===== src/rtl/mod_const_fetch.sv =====
// mod_const_fetch: bursts 32-bit constants out of four byte-lane EEPROMs.
// Ports: clk/rst, start/sel, EEPROM a/ce_n/oe_n/we_n/d1..d4, word/idx/valid/ready/last, busy/done.
module mod_const_fetch #(
  parameter int WAIT_CYCLES = 2
) (
  input  logic        clk,
  input  logic        rst,
  input  logic        start,
  input  logic        sel,
  output logic [12:0] a,
  output logic        ce_n,
  output logic        oe_n,
  output logic        we_n,
  input  logic [7:0]  d1,
  input  logic [7:0]  d2,
  input  logic [7:0]  d3,
  input  logic [7:0]  d4,
  output logic [31:0] word,
  output logic [5:0]  idx,
  output logic        valid,
  input  logic        ready,
  output logic        last,
  output logic        busy,
  output logic        done
);

  typedef enum logic [1:0] {
    IDLE,
    ADDR,
    WAIT,
    PRESENT
  } state_t;

  localparam logic [3:0] WLAST = 4'(WAIT_CYCLES - 1);

  state_t     state;
  logic [3:0] wcnt;
  logic       sel_q;
  logic       start_q;
  logic [5:0] fin;

  assign fin = sel_q ? 6'd63 : 6'd7;

  // start/sel pass through one input register while idle, so the
  // first word lands WAIT_CYCLES+2 edges after start is sampled.
  always_ff @(posedge clk) begin
    if (rst) begin
      state   <= IDLE;
      wcnt    <= '0;
      sel_q   <= 1'b0;
      start_q <= 1'b0;
      a       <= '0;
      ce_n    <= 1'b1;
      oe_n    <= 1'b1;
      we_n    <= 1'b1;
      word    <= '0;
      idx     <= '0;
      valid   <= 1'b0;
      last    <= 1'b0;
      busy    <= 1'b0;
      done    <= 1'b0;
    end else begin
      we_n <= 1'b1;
      done <= 1'b0;
      unique case (state)
        IDLE: begin
          start_q <= start & ~start_q;
          if (start & ~start_q)
            sel_q <= sel;
          if (start_q) begin
            state <= ADDR;
            idx   <= '0;
            a     <= sel_q ? 13'd8 : 13'd0;
            ce_n  <= 1'b0;
            oe_n  <= 1'b0;
            busy  <= 1'b1;
          end
        end
        ADDR: begin
          state <= WAIT;
          wcnt  <= '0;
        end
        WAIT: begin
          if (wcnt == WLAST) begin
            word  <= {d1, d2, d3, d4};
            valid <= 1'b1;
            last  <= (idx == fin);
            ce_n  <= 1'b1;
            oe_n  <= 1'b1;
            state <= PRESENT;
          end else begin
            wcnt <= wcnt + 4'd1;
          end
        end
        PRESENT: begin
          if (ready) begin
            valid <= 1'b0;
            last  <= 1'b0;
            if (idx == fin) begin
              done  <= 1'b1;
              busy  <= 1'b0;
              state <= IDLE;
            end else begin
              idx   <= idx + 6'd1;
              a     <= a + 13'd1;
              ce_n  <= 1'b0;
              oe_n  <= 1'b0;
              state <= ADDR;
            end
          end
        end
        default: state <= IDLE;
      endcase
    end
  end

endmodule


===== config.mk =====
export PLATFORM = sky130hd
export DESIGN_NAME = mod_const_fetch
export DESIGN_NICKNAME = d
export VERILOG_FILES = /design/src/rtl/mod_const_fetch.sv
export SDC_FILE = /design/constraint.sdc
export NUM_CORES = 1
export LEC_CHECK = 0
export ABC_AREA = 1
export BUFFER_PORTS_ARGS = -buffer_cell sky130_fd_sc_hd__buf_2
export CAP_MARGIN = 20
export CORE_AREA = 5 5 101 65
export DETAILED_ROUTE_END_ITERATION = 8
export DIE_AREA = 0 0 106 70
export HOLD_SLACK_MARGIN = 0.03
export PLACE_DENSITY_LB_ADDON = 0.2
export SKIP_CTS_REPAIR_TIMING = 1
export SLEW_MARGIN = 20
export SYNTH_ARGS = -nofsm -noshare
export SYNTH_HDL_FRONTEND = slang
export SYNTH_SLANG_ARGS = --single-unit

===== constraint.sdc =====
create_clock -name clk -period 2.77 [get_ports clk]
set_input_delay 0.554 -clock clk [delete_from_list [all_inputs] [get_ports clk]]
set_output_delay 0.554 -clock clk [all_outputs]
set_load 0.02 [all_outputs]

## After elaboration in Yosys (flattened, before gate mapping)

Index checks and enable logic that the tools add are counted.
Widths: inputs -> output; s select.

- Reduce and logical (&&, ||, !) cells: 14
- Multiplexer cells: 31
- Bitwise operators: 4
- Eq/ne operators: 11
- $add $sub $neg: 3

Operators by type and width:

| kind | count |
|---|---|
| $mux 13 | 3 |
| $pmux 13 s2 | 1 |
| $mux 6 | 4 |
| $add 13x1->13 const B | 1 |
| $ne 2x2->1 const B | 6 |
| $pmux 6 s2 | 1 |
| $mux 1 | 11 |
| $mux 4 | 2 |
| $pmux 2 s4 | 1 |
| $pmux 4 s2 | 1 |
| $reduce_and 4->1 | 2 |
| $add 6x1->6 const B | 1 |
| $eq 6x6->1 | 1 |
| $mux 2 | 3 |
| $pmux 1 s2 | 3 |
| $reduce_and 2->1 | 3 |
| $reduce_and 3->1 | 2 |
| $reduce_bool 2->1 | 3 |
| $reduce_and 5->1 | 1 |
| $add 4x1->4 const B | 1 |
| $eq 2x2->1 const B | 2 |
| $eq 4x1->1 const B | 1 |
| $not 1->1 | 3 |
| $pmux 1 s3 | 1 |
| 5 further kinds | 5 |

- Logic and storage cells: 75
- Register bits: 64

## Depth between registers and ports, before layout

- Word-level depth: 5
- Depth in mapped cells: 10
- Gate-level depth less buffers: 10

## Worst setup path before layout

No wires, ideal clock.

- Path kind: reg2reg
- Start: reg a[1]
- End: reg a[10]
- Arrival: 1436 ps
- Buffers on the path: 0
- Cell stages (with the launch flop): 9
- Period minus slack after synthesis: 1552 ps
- Path slack: 1218 ps
- Required time: 2654 ps
- Library setup time: 116 ps
- Path through: dfxtp_1 > ha_1 > nand2_1 > nor2_1 > nand2_1 > nor2_1 > nand3_1 > o21ai_0 > nor2_1

- Longest elaborated chain between the ends: 4

Ends and longest elaborated chain:

| what | line | source |
|---|---|---|
| from (decl) | 10 | `output logic [12:0] a,` |
| from (signal assigned) | 73 | `a <= sel_q ? 13'd8 : 13'd0;` |
| from (signal assigned) | 105 | `a <= a + 13'd1;` |
| $add 13x1->13 | 105 |  |
| $mux 13 | 99 | `if (idx == fin) begin` |
| $mux 13 | 96 | `if (ready) begin` |
| $pmux 13 s2 | 65 | `unique case (state)` |

Every way passes these cells. The select of a mux whose other input is x is not followed.
A chain may end at the register's enable or synchronous reset.

## Final worst setup path

- Start: reg state[0]
- End: reg a[5]

- Longest elaborated chain between the ends: 3
- Elaborated cells between the ends (all ways): 8
- Classes of those cells: 4 x eq/ne; 1 x mux; 3 x reduce/logical

Ends and longest elaborated chain:

| what | line | source |
|---|---|---|
| from (decl) | 36 | `state_t state;` |
| from (signal assigned) | 48 | `state <= IDLE;` |
| from (signal assigned) | 71 | `state <= ADDR;` |
| from (signal assigned) | 80 | `state <= WAIT;` |
| $eq 2x2->1 or $logic_not 2->1 (tied branches) | 65 |  |
| $ne 2x2->1 (no source line) or $reduce_bool 2->1 (tied branches) | n/a |  |
| $reduce_and 4->1 (no source line) | n/a |  |

Several ways; a longest one is shown, not always the timed one.

==> flow_summary.ini <==
[power]
p_total_mw = 2.727
leakage_nw = 1.576
power_density_mw_per_mm2 = 759.4
vdd_drop_max_v = 0.0005092

[yosys]
syn_area_per_cell_sq_um = 7.386
synth_compound_area_frac = 0.1465
synth_top_cells_by_count = nand2_1, dfxtp_1, a21oi_1
synth-main-ff-cell = dfxtp_1
yosys-top-cells-area = dfxtp_1, nand2_1, a21oi_1, inv_1, nor2_1
synth_mux_area_frac = 0
async_flop_share = 0
synth_top_family_by_area = simple AND/OR/NAND/NOR gates
synth.net_count = 438
synthXorXnorAreaFrac = 0.01210
synth_fa_ha_area_frac = 0.03889
synth.top_cell.area_share = 0.4425
yosys_warnings = 0
synth.distinct_cells = 32
ys_ff_latch = 64
post_synth_and_or_nand_nor_area_fraction = 0.2792
syn_inst = 392
synth_most_common_cell = nand2_1
synth_edf_count = 0
seq_area_frac_synth = 0.4425
yosysTopAreaCell = dfxtp_1
syn_area_sq_mm = 0.002895

[global_routing]
grt.total_usage = 0.1988
overflow = 0
grt_pass1_vias = 2630
grt_pass1_wl_mm = 12.01
grt_max_degree = 33
antenna_found_initial = 0

[worst_hold_path]
hold_end = word[27]
holdPathStages = 3
min_from = d1[3]
min_path_type = input port to flop

[clocking]
clock-sinks = 64
clk_latency_ns = 0.34
htree_levels = 3
cts_buffers = 9
cts.path.max_buffers = 2
cts_tree = yes
cts.clk_slew.worst_paths_ns = 0.08
cts_root_buffer = clkbuf_8

[timing]
holdWs_ns = 0.4448
slew_headroom = 0.6572
finClkSkew_ns = 0.01151
setup_viol = 0
drv_slew = 0
worst_slack_ns = 0.8371
setup_tns_ns = 0
hold_viol_final = 0
fin_crit_ns = 1.933
fmax_mhz = 517.4
tightest_slew_ns = 0.5142
rsz0062_at_grt = false
period_share = 0.6978

[critical_path]
reg2regPathDepth = 5
worstReg2RegStart = state[0]
crit_arrival_ns = 2.21
crit_required_ns = 3.05
worstSetupPathType = flop to flop
endpoint_kind = flop
r2r_setup_slack_ns = 0.84
cp-start-kind = flop
critPathMaxFanout = 9
r2r-end = a[5]

[drt]
ant_nets = 0
drc = 0
dr_total_vias = 2745
route.detailed.vias_per_inst = 4.919
wl_per_cell_microns = 13.03
routed_wl_mm = 7.272
drt_iter0_drc = 113
firstDrtPassIters = 4

[floorplan]
die-area_sq_mm = 0.007420
ios = 95
die_x_microns = 106
start_util = 0.5298
std_cell_rows = 21
core-area_sq_mm = 0.005465
die_y_microns = 70

[placed_design]
detailed_place_hpwl_mm = 5.346
place_worst_setup_slack_ns = 0.8648
place.gp.congestion = 0.8666
port_buffers = 93

[layout]
layout-drive-gt1-share = 0.2822
nNetsFinal = 530
diodes = 0
post-route-util = 0.6571
area_growth_pct = 24.03

[outcome]
status = finished clean

[job]
drv_cap = 0
[logic make-up after synthesis]
logic type	Yosys count
DFF	64
AOI/OAI and AO/OA	74
adders and majority gates	9
buffers and inverters	53
other	1
and+or+nand+nor	187
xor gates and xnor gates	4
[final cells by class]
type	instances	area, sq um
fillers	498	1874
multi-input cells	275	1384
flip-flops and latches	64	1281
repair buffers	97	495.5
inverters	37	138.9
clock buffers	9	123.9
well taps	69	86.33
clock inverters	7	81.33
[layout by cell type (no fill, tap or decap), types with 4 or more instances in the layout]
cell,instances
inv_1,34
nand2_1,119
nand3_1,15
ha_1,9
buf_4,4
nor2_1,33
dfxtp_1,64
buf_2,93
a21oi_2,10
o21ai_0,10
nand2_2,9
a21oi_1,45
clkbuf_8,9
[per-stage QoR]
stage | area (sq um) | cells
floorplan | 2895 | 392
global route | 3591 | 558
detailed placement | 3386 | 542
CTS | 3591 | 558
finish | 3591 | 558
global placement | 3386 | 542
[metal layers]
metal | global-route usage | vias up | wire [microns]
li1 | - | 1422 | -
met1 | 0.2530 | 1236 | 3370
met2 | 0.3220 | 85 | 3380
met3 | 0.06630 | 2 | 500
met4 | 0.05747 | 0 | 21
met5 | 0 | - | 0
[power breakdown]
part           switching, mW  internal (mW)  total, mW
Combinational          0.598          0.258      0.856
Sequential            0.0597          0.991       1.05
Clock                  0.396          0.424      0.820
Total                   1.05           1.67       2.73
[registers in the layout, indices dropped and copies added, names as in the netlist]
register  cells
busy          1
oe_n          1
idx           6
done          1
wcnt          4
last          1
state         2
start_q       1
valid         1
word         32
a            13
sel_q         1
[critical path, cell delays in order (launching register included)]
cell      delay, ns
dfxtp_1        0.40
ha_1           0.41
clkinv_1       0.36
a21oi_2        0.42
o21ai_0        0.15
a21oi_1        0.13
[worst max-delay path by stage]
stage                        to  slack, ns  startpoint  cells after the start
after floorplan           a[10]       1.22        a[1]                      8
after global placement     a[5]       0.97    state[0]                      5
after detailed placement   a[5]       0.86    state[0]                      5
after CTS                  a[5]       0.83    state[0]                      5
after global routing       a[8]       0.68    state[0]                      5
final                      a[5]       0.84    state[0]                      5
Note: power is estimated with default switching activity, not from simulation.
